## config.mk

```make
export PLATFORM = sky130hd
export DESIGN_NAME = multicycle_control_v2
export DESIGN_NICKNAME = d
export VERILOG_FILES = /design/src/rtl/multicycle_control_v2_pkg.sv /design/src/rtl/ctrl_decode_rom.sv /design/src/rtl/multicycle_control_v2.sv
export SDC_FILE = /design/constraint.sdc
export NUM_CORES = 1
export LEC_CHECK = 0
export CAP_MARGIN = 10
export CELL_PAD_IN_SITES_DETAIL_PLACEMENT = 0
export CELL_PAD_IN_SITES_GLOBAL_PLACEMENT = 1
export CORE_ASPECT_RATIO = 1.75
export CORE_MARGIN = 2
export CORE_UTILIZATION = 40
export CTS_BUF_LIST = sky130_fd_sc_hd__clkbuf_4
export CTS_CLUSTER_SIZE = 14
export DETAILED_ROUTE_END_ITERATION = 6
export DONT_BUFFER_PORTS = 1
export PLACE_DENSITY_LB_ADDON = 0.05
export SYNTH_ARGS = -nofsm -noshare
export SYNTH_HDL_FRONTEND = slang
export SYNTH_SLANG_ARGS = --single-unit
```

## constraint.sdc

```tcl
create_clock -name clk -period 2.3 [get_ports clk]
set_input_delay 0.23 -clock clk [delete_from_list [all_inputs] [get_ports clk]]
set_output_delay 0.23 -clock clk [all_outputs]
set_load 0.01 [all_outputs]
```

## src/rtl/multicycle_control_v2_pkg.sv

```systemverilog
// multicycle_ctrl_pkg: opcodes, FSM states and datapath select encodings for the multicycle control
package multicycle_ctrl_pkg;

    localparam logic [5:0] OP_RTYPE = 6'h00;
    localparam logic [5:0] OP_J     = 6'h02;
    localparam logic [5:0] OP_JAL   = 6'h03;
    localparam logic [5:0] OP_BEQ   = 6'h04;
    localparam logic [5:0] OP_BNE   = 6'h05;
    localparam logic [5:0] OP_ADDI  = 6'h08;
    localparam logic [5:0] OP_SLTI  = 6'h1A;
    localparam logic [5:0] OP_LW    = 6'h23;
    localparam logic [5:0] OP_SW    = 6'h2B;

    typedef enum logic [3:0] {
        FETCH, DECODE, MEMADR, MEMRD, MEMWB, MEMWR, RTEXEC, RTWB,
        IEXEC, IWB, BEQ, BNE, JUMP, JAL, TRAP
    } stateT;

    localparam logic [1:0] ALU_ADD   = 2'b00;
    localparam logic [1:0] ALU_SUB   = 2'b01;
    localparam logic [1:0] ALU_FUNCT = 2'b10;
    localparam logic [1:0] ALU_SLT   = 2'b11;

    localparam logic [2:0] SRCB_B        = 3'b000;
    localparam logic [2:0] SRCB_FOUR     = 3'b001;
    localparam logic [2:0] SRCB_SEXT     = 3'b010;
    localparam logic [2:0] SRCB_SEXT_SH2 = 3'b011;
    localparam logic [2:0] SRCB_ZEXT     = 3'b100;

    localparam logic [1:0] PCSRC_ALU    = 2'b00;
    localparam logic [1:0] PCSRC_ALUOUT = 2'b01;
    localparam logic [1:0] PCSRC_JUMP   = 2'b10;

    localparam logic [1:0] M2R_ALUOUT = 2'b00;
    localparam logic [1:0] M2R_MDR    = 2'b01;
    localparam logic [1:0] M2R_PC     = 2'b10;

    localparam logic [1:0] RDST_RT = 2'b00;
    localparam logic [1:0] RDST_RD = 2'b01;
    localparam logic [1:0] RDST_RA = 2'b10;

    typedef struct packed {
        logic       pcWriteIfNonZero;
        logic       pcWriteIfZero;
        logic       pcWrite;
        logic       iorD;
        logic       memRead;
        logic       memWrite;
        logic [1:0] memToReg;
        logic       irWrite;
        logic [1:0] pcSource;
        logic [1:0] aluOp;
        logic [2:0] aluSrcB;
        logic       aluSrcA;
        logic       regWrite;
        logic [1:0] regDst;
    } ctrlT;

    function automatic logic isLegal(input logic [5:0] op);
        return op inside {OP_RTYPE, OP_J, OP_JAL, OP_BEQ, OP_BNE, OP_ADDI, OP_SLTI, OP_LW, OP_SW};
    endfunction

endpackage

```

## src/rtl/ctrl_decode_rom.sv

```systemverilog
// ctrl_decode_rom: combinational map from FSM state, opcode and memory ready to the datapath strobe bundle
module ctrl_decode_rom
    import multicycle_ctrl_pkg::*;
(
    input  stateT      state,
    input  logic [5:0] opCode,
    input  logic       memReady,
    output ctrlT       ctrl
);

    // every field defaults to 0; each state raises only what it drives
    always_comb begin
        ctrl = '0;
        case (state)
            FETCH: begin
                ctrl.memRead  = 1'b1;
                ctrl.aluSrcB  = SRCB_FOUR;
                ctrl.aluOp    = ALU_ADD;
                ctrl.pcSource = PCSRC_ALU;
                ctrl.irWrite  = memReady;
                ctrl.pcWrite  = memReady;
            end
            DECODE: ctrl.aluSrcB = SRCB_SEXT_SH2;
            MEMADR: begin
                ctrl.aluSrcA = 1'b1;
                ctrl.aluSrcB = SRCB_SEXT;
                ctrl.aluOp   = ALU_ADD;
            end
            MEMRD: begin
                ctrl.memRead = 1'b1;
                ctrl.iorD    = 1'b1;
            end
            MEMWB: begin
                ctrl.regWrite = 1'b1;
                ctrl.regDst   = RDST_RT;
                ctrl.memToReg = M2R_MDR;
            end
            MEMWR: begin
                ctrl.memWrite = 1'b1;
                ctrl.iorD     = 1'b1;
            end
            RTEXEC: begin
                ctrl.aluSrcA = 1'b1;
                ctrl.aluSrcB = SRCB_B;
                ctrl.aluOp   = ALU_FUNCT;
            end
            RTWB: begin
                ctrl.regWrite = 1'b1;
                ctrl.regDst   = RDST_RD;
                ctrl.memToReg = M2R_ALUOUT;
            end
            IEXEC: begin
                ctrl.aluSrcA = 1'b1;
                ctrl.aluSrcB = SRCB_SEXT;
                ctrl.aluOp   = opCode == OP_SLTI ? ALU_SLT : ALU_ADD;
            end
            IWB: begin
                ctrl.regWrite = 1'b1;
                ctrl.regDst   = RDST_RT;
                ctrl.memToReg = M2R_ALUOUT;
            end
            BEQ, BNE: begin
                ctrl.aluSrcA          = 1'b1;
                ctrl.aluSrcB          = SRCB_B;
                ctrl.aluOp            = ALU_SUB;
                ctrl.pcSource         = PCSRC_ALUOUT;
                ctrl.pcWriteIfZero    = state == BEQ;
                ctrl.pcWriteIfNonZero = state == BNE;
            end
            JUMP: begin
                ctrl.pcWrite  = 1'b1;
                ctrl.pcSource = PCSRC_JUMP;
            end
            JAL: begin
                ctrl.pcWrite  = 1'b1;
                ctrl.pcSource = PCSRC_JUMP;
                ctrl.regWrite = 1'b1;
                ctrl.regDst   = RDST_RA;
                ctrl.memToReg = M2R_PC;
            end
            default: ;
        endcase
    end

endmodule

```

## src/rtl/multicycle_control_v2.sv

```systemverilog
// multicycle_control_v2: main control FSM with memory wait states, illegal-opcode trap and retired counter
module multicycle_control_v2
    import multicycle_ctrl_pkg::*;
#(
    parameter bit MEM_HANDSHAKE   = 1'b1,
    parameter bit TRAP_ON_ILLEGAL = 1'b1,
    parameter int CNT_W           = 32
) (
    input  logic             clk,
    input  logic             reset,
    input  logic [5:0]       opCode,
    input  logic             mem_ready,
    output logic             PCWriteIfNonZero,
    output logic             PCWriteIfZero,
    output logic             PCWrite,
    output logic             IorD,
    output logic             MemRead,
    output logic             MemWrite,
    output logic [1:0]       MemToReg,
    output logic             IRWrite,
    output logic [1:0]       PCSource,
    output logic [1:0]       ALUOp,
    output logic [2:0]       ALUSrcB,
    output logic             ALUSrcA,
    output logic             RegWrite,
    output logic [1:0]       RegDst,
    output logic             illegal_op,
    output logic [CNT_W-1:0] retired
);

    stateT state, nextState;
    ctrlT  rom, ctrl;
    logic  ready;

    assign ready = MEM_HANDSHAKE ? mem_ready : 1'b1;

    ctrl_decode_rom uRom (
        .state   (state),
        .opCode  (opCode),
        .memReady(ready),
        .ctrl    (rom)
    );

    // reset low must silence the datapath immediately, even though FETCH itself drives MemRead
    assign ctrl             = reset ? rom : '0;
    assign PCWriteIfNonZero = ctrl.pcWriteIfNonZero;
    assign PCWriteIfZero    = ctrl.pcWriteIfZero;
    assign PCWrite          = ctrl.pcWrite;
    assign IorD             = ctrl.iorD;
    assign MemRead          = ctrl.memRead;
    assign MemWrite         = ctrl.memWrite;
    assign MemToReg         = ctrl.memToReg;
    assign IRWrite          = ctrl.irWrite;
    assign PCSource         = ctrl.pcSource;
    assign ALUOp            = ctrl.aluOp;
    assign ALUSrcB          = ctrl.aluSrcB;
    assign ALUSrcA          = ctrl.aluSrcA;
    assign RegWrite         = ctrl.regWrite;
    assign RegDst           = ctrl.regDst;

    // parked in TRAP, or a single DECODE-cycle pulse when illegal opcodes just fall back to FETCH
    assign illegal_op = reset && (state == TRAP || (!TRAP_ON_ILLEGAL && state == DECODE && !isLegal(opCode)));

    // next-state sequencing; memory states hold until the access completes
    always_comb begin
        nextState = state;
        case (state)
            FETCH:  nextState = ready ? DECODE : FETCH;
            DECODE: begin
                case (opCode)
                    OP_LW, OP_SW:     nextState = MEMADR;
                    OP_RTYPE:         nextState = RTEXEC;
                    OP_ADDI, OP_SLTI: nextState = IEXEC;
                    OP_BEQ:           nextState = BEQ;
                    OP_BNE:           nextState = BNE;
                    OP_J:             nextState = JUMP;
                    OP_JAL:           nextState = JAL;
                    default:          nextState = TRAP_ON_ILLEGAL ? TRAP : FETCH;
                endcase
            end
            MEMADR: nextState = opCode == OP_LW ? MEMRD : MEMWR;
            MEMRD:  nextState = ready ? MEMWB : MEMRD;
            MEMWR:  nextState = ready ? FETCH : MEMWR;
            RTEXEC: nextState = RTWB;
            IEXEC:  nextState = IWB;
            TRAP:   nextState = TRAP;
            default: nextState = FETCH;
        endcase
    end

    // state register and retired count; a return to FETCH from past DECODE completes an instruction
    always_ff @(posedge clk or negedge reset) begin
        if (!reset) begin
            state   <= FETCH;
            retired <= '0;
        end else begin
            state <= nextState;
            if (nextState == FETCH && state != FETCH && state != DECODE)
                retired <= retired + CNT_W'(1);
        end
    end

endmodule

```

# == Word level (Yosys, flattened, before mapping) ==
# Cells that the tools add are included.
# op_classes
n_addsub,1
n_eq_ne,23
reduce_logical,16
muxes,20
# ops
operator,count
adder 32 x 1 -> 32 bit (second input constant),1
one-hot mux 4 bit (8 select lines),1
== test 4 bit (second input constant),7
one-hot mux 4 bit (7 select lines),1
2-to-1 mux 20 bit,1
== test 4 x 3 -> 1 bit (second input constant),4
OR reduction 2 bit,8
== test 6 x 2 -> 1 bit (second input constant),2
== test 6 x 3 -> 1 bit (second input constant),2
== test 6 bit (second input constant),2
one-hot mux 2 bit (3 select lines),2
2-to-1 mux 3 bit,3
one-hot mux 3 bit (3 select lines),1
== test 4 x 2 -> 1 bit (second input constant),2
logical NOT 4 bit,2
one-hot mux 2 bit (2 select lines),2
== test 6 x 4 -> 1 bit (second input constant),1
== test 6 x 5 -> 1 bit (second input constant),1
logical NOT 6 bit,1
2-to-1 mux 1 bit,6
OR reduction 5 bit,1
== test 4 x 1 -> 1 bit (second input constant),1
2-to-1 mux 2 bit,2
!= test 4 x 1 -> 1 bit (second input constant),1
3 further kinds,5
# word_totals
register_bits,36
in_bits,9
elab_cells,62
out_inout_bits,53

# == Longest topological paths before layout ==
# depth
depth_word,7
ltp_mapped,7
mapped_depth_nobuf,5

# == Cells and area by module ==
# From an unflattened synthesis, not the netlist that was laid out.
# hier_totals
hier_cells,266
area_unflattened_um2,2476.1
# by_module_without_submodules
mod,area_each_um2,cells_each,instances,seq_area_each_um2
multicycle_control_v2,2193.4,222,1,900.9
ctrl_decode_rom,282.8,44,1,0.0

# == Worst setup path after synthesis ==
# Ideal clock, no wire load.
# synth_path
kind,reg2reg
from,reg retired[3]
to,reg retired[21]
period_less_slack_ns,1.745
arrival_time_ns,1.665
required_ns,2.221
path_buffers,0
stages_incl_launch_ff,6
setup_ns,0.079
path_slack_ns,0.555
path_cell_list,dfrtp_1 -> nand4_1 -> nor4_1 -> o211ai_1 -> nor4_1 -> xor2_1
# synth_between
elab_chain_len,1
# synth_rtl
element,line,source
start: declaration,multicycle_control_v2.sv:28,output logic [CNT_W-1:0] retired
start signal: assignment,multicycle_control_v2.sv:99,retired <= retired + CNT_W'(1);
adder 32 x 1 -> 32 bit,multicycle_control_v2.sv:99,
# Every way passes these cells.
# A chain may end at the register's enable or synchronous reset.

# == Worst setup path in the final report ==
# layout_path
from,reg retired[6]
to,reg retired[26]
# Same word-level chain as after synthesis.

==> metrics.yaml <==
floorplanning:
  ios: 62
  die-area_um2: 6700
  fp.dieH_um: 107
  core_area_um2: 5880
  start_util_pct: 41.1
  die_w_um: 62.7
  num_rows: 37
clock_tree:
  root_buffer: "clkbuf_4"
  tritoncts: "yes"
  postCtsSetupRepairBufs: 0
  clk_pin_slew_ns: 0.12
  cts.path.max_buffers: 2
  clk_latency_ns: 0.34
  clock_sink_count: 36
  cts_buffers: 5
  h-tree-depth: 2
grt:
  grt-ovfl-total: 0
  grt_max_degree: 37
  grt_pass1_wl_um: 10900
  antenna_found_initial: 0
  grt_pass1_vias: 2111
  grt_util_all_layers_pct: 20.6
sta:
  worstMarginPinSlew_ns: 0.770
  tns_ns: 0
  fin_worst_skew_ns: 0.0127
  hold_violations: 0
  min_period_ns: 2.14
  rsz0062_at_grt: "false"
  fmax_mhz: 466
  maxSlewViolCount: 0
  setup_violations: 0
  relSlewSlack_pct: 48.3
  post-route-period-util_pct: 93.2
final_layout:
  fillers: 625
  n_antenna_cell: 0
  area.growth.synth_to_final_pct: 8.35
  fin_nets: 284
  drive_gt1_share_pct: 14.2
logic_synthesis:
  syn-instance-count: 271
  synth.avg_cell_area_um2: 8.91
  ys_types: 51
  syn_area_um2: 2410
  synth_nets: 281
  ys_async_sr_fraction_pct: 100
  ys_seq_area_share_pct: 37.3
  synth_edf_count: 0
  synth-main-ff-cell: "dfrtp_1"
  synth-warning-count: 0
  ys_ff_latch: 36
pwr:
  total_power_mw: 2.45
  power_density_nw_per_um2: 937
  power_leakage_nw: 1.14
  ir_worst_vdd_uv: 629
min_path:
  hold_path_class: "in2reg"
  hold_depth: 3
worst_setup_path:
  critPathRequiredTime_ns: 2.58
  critPathKind: "reg2reg"
  end_kind: "flop"
  ff2ff_path_depth: 5
  cp_max_fo: 7
  start_kind: "flop"
  cp.arrival_ns: 2.42
route:
  avgRoutedWirePerCell_um: 19.1
  viasPerCell: 5.93
  initialDrtViolationCount: 87
  vias: 2093
  firstDrtPassIters: 4
  routed_wl_um: 6760
  drcViolationCount: 0
  drtAntennaViolNets: 0
place:
  io_buffers: 0
  gp_congestion: 0.791
  dp_hpwl_um: 4760
status:
  run_status: "complete, no violations"
job:
  cap_violations: 0
layer usage:
| layer | routed length, um | GRT usage [%] |
|---|---|---|
| met1 | 2580 | 22.4 |
| met2 | 3740 | 39.3 |
| met3 | 278 | 3.25 |
| met4 | 158 | 7.62 |
| met5 | 0 | 0 |
area by class of cell:
| cell class | count | area [um2] | share of cell area [%] |
|---|---|---|---|
| clock buffer | 6 | 45.0 | 1.72 |
| clock inverter | 2 | 35.0 | 1.34 |
| inverter | 11 | 41.3 | 1.58 |
| multi-input combinational | 204 | 1360 | 52.0 |
| sequential | 36 | 902 | 34.5 |
| tap | 78 | 97.6 | 3.73 |
| timing repair buffer | 16 | 135 | 5.17 |
synth_stat cells (2+ instances only):
cell,n,area share [%]
a32oi_1,2,0.73
and2_1,3,0.78
clkbuf_1,3,0.47
nand2_1,18,2.8
a21oi_1,4,0.83
nand3_1,7,1.5
inv_1,10,1.6
xor2_1,28,10
and3_1,4,1.0
mux2i_1,2,0.83
o21ai_0,4,0.83
o21ai_1,2,0.41
nand4_1,11,2.9
nand2b_1,3,0.78
o211ai_1,5,1.6
buf_2,7,1.5
buf_6,4,1.9
a31oi_1,2,0.52
o41ai_1,2,0.73
o2111ai_1,4,1.5
nor2b_1,4,1.0
buf_1,3,0.47
nor3_1,16,3.3
buf_4,3,0.93
nand3b_1,2,0.62
nor2_1,18,2.8
nor4_1,31,8.0
dfrtp_1,36,37
nor4b_2,2,1.2
xnor2_1,7,2.5
or2_2,4,1.0
cell usage in the layout (no fill, tap or decap), types with 2 or more instances in the layout:
| master | instances |
|---|---|
| and3_1 | 4 |
| mux2i_1 | 2 |
| a31oi_1 | 2 |
| buf_4 | 14 |
| dfrtp_1 | 35 |
| o21ai_1 | 2 |
| inv_1 | 10 |
| and2_1 | 3 |
| o21ai_0 | 4 |
| or2_2 | 4 |
| xnor2_1 | 7 |
| a32oi_1 | 2 |
| nand4_1 | 11 |
| nor4_1 | 29 |
| a21oi_1 | 4 |
| o41ai_1 | 2 |
| o2111ai_1 | 4 |
| nand3b_1 | 2 |
| nor4b_2 | 2 |
| clkbuf_4 | 6 |
| nor2_1 | 18 |
| nand3_1 | 7 |
| nand2_1 | 18 |
| o211ai_1 | 5 |
| nand2b_1 | 3 |
| nor3_1 | 16 |
| xor2_1 | 28 |
| nor2b_1 | 4 |
| nor4_2 | 2 |
worst max-delay path: stages, from the launching register on:
cell       delay [ns]
dfrtp_1          0.46
nand4_1          0.35
nor4_1           0.38
o2111ai_1        0.33
nor4_1           0.39
xor2_1           0.17
state kept, by name (all words and copies together) (netlist names):
name	flops
retired	32
state	4
kinds of logic (layout without fill, tap and decap cells):
| group | count (synthesis) | in the layout | share of synthesized area (%) |
|---|---|---|---|
| AOI/OAI and AO/OA | 34 | 34 | 10.6 |
| xor gates and xnor gates | 35 | 35 | 12.7 |
| adders and majority gates | 1 | 1 | 0.518 |
| buffers and inverters | 31 | 35 | 6.89 |
| DFF | 36 | 36 | 37.3 |
| muxes | 3 | 3 | 1.30 |
| other | 1 | 1 | 0.155 |
| and+or+nand+nor | 130 | 130 | 30.5 |
through the flow:
step | area (um2) | instances | hold slack (ns) | util, % | setup slack, ns
2_1_floorplan | 2410 | 271 | -0.0656 | - | 0.555
3_3_place_gp | 2490 | 343 | -0.0648 | 42.4 | 0.131
3_5_place_dp | 2490 | 343 | -0.0648 | 42.4 | 0.0868
4_1_cts | 2600 | 353 | 0.104 | 44.2 | 0.0114
5_1_grt | 2620 | 353 | 0.118 | 44.5 | 0.0178
6_report | 2620 | 353 | 0.116 | 44.5 | 0.156
path summary, 6_finish.rpt:
kind | startpoint | endpoint | slack, ns
setup / recovery | retired[6] | retired[26] | 0.16
hold / removal | mem_ready | state[1] | 0.12
setup reg to reg | retired[6] | retired[26] | 0.16
hold reg to reg | retired[26] | retired[26] | 0.57
max in group asynchronous | reset | state[0] | 1.75
min in group asynchronous | reset | retired[22] | 0.34
power by group:
| part | total (mW) | internal (mW) | leakage (nW) | switching, mW |
|---|---|---|---|---|
| Sequential | 0.852 | 0.718 | 0.467 | 0.134 |
| Combinational | 1.14 | 0.399 | 0.626 | 0.737 |
| Clock | 0.463 | 0.240 | 0.0456 | 0.223 |
| Total | 2.45 | 1.36 | 1.14 | 1.09 |
repair_timing:
item                       4_1_cts  5_1_grt
hold endpoints to repair        36        0
hold buffers                     2        0
setup endpoints to repair        0        3
resized for setup                0        3
(Power assumes the default switching activity.)
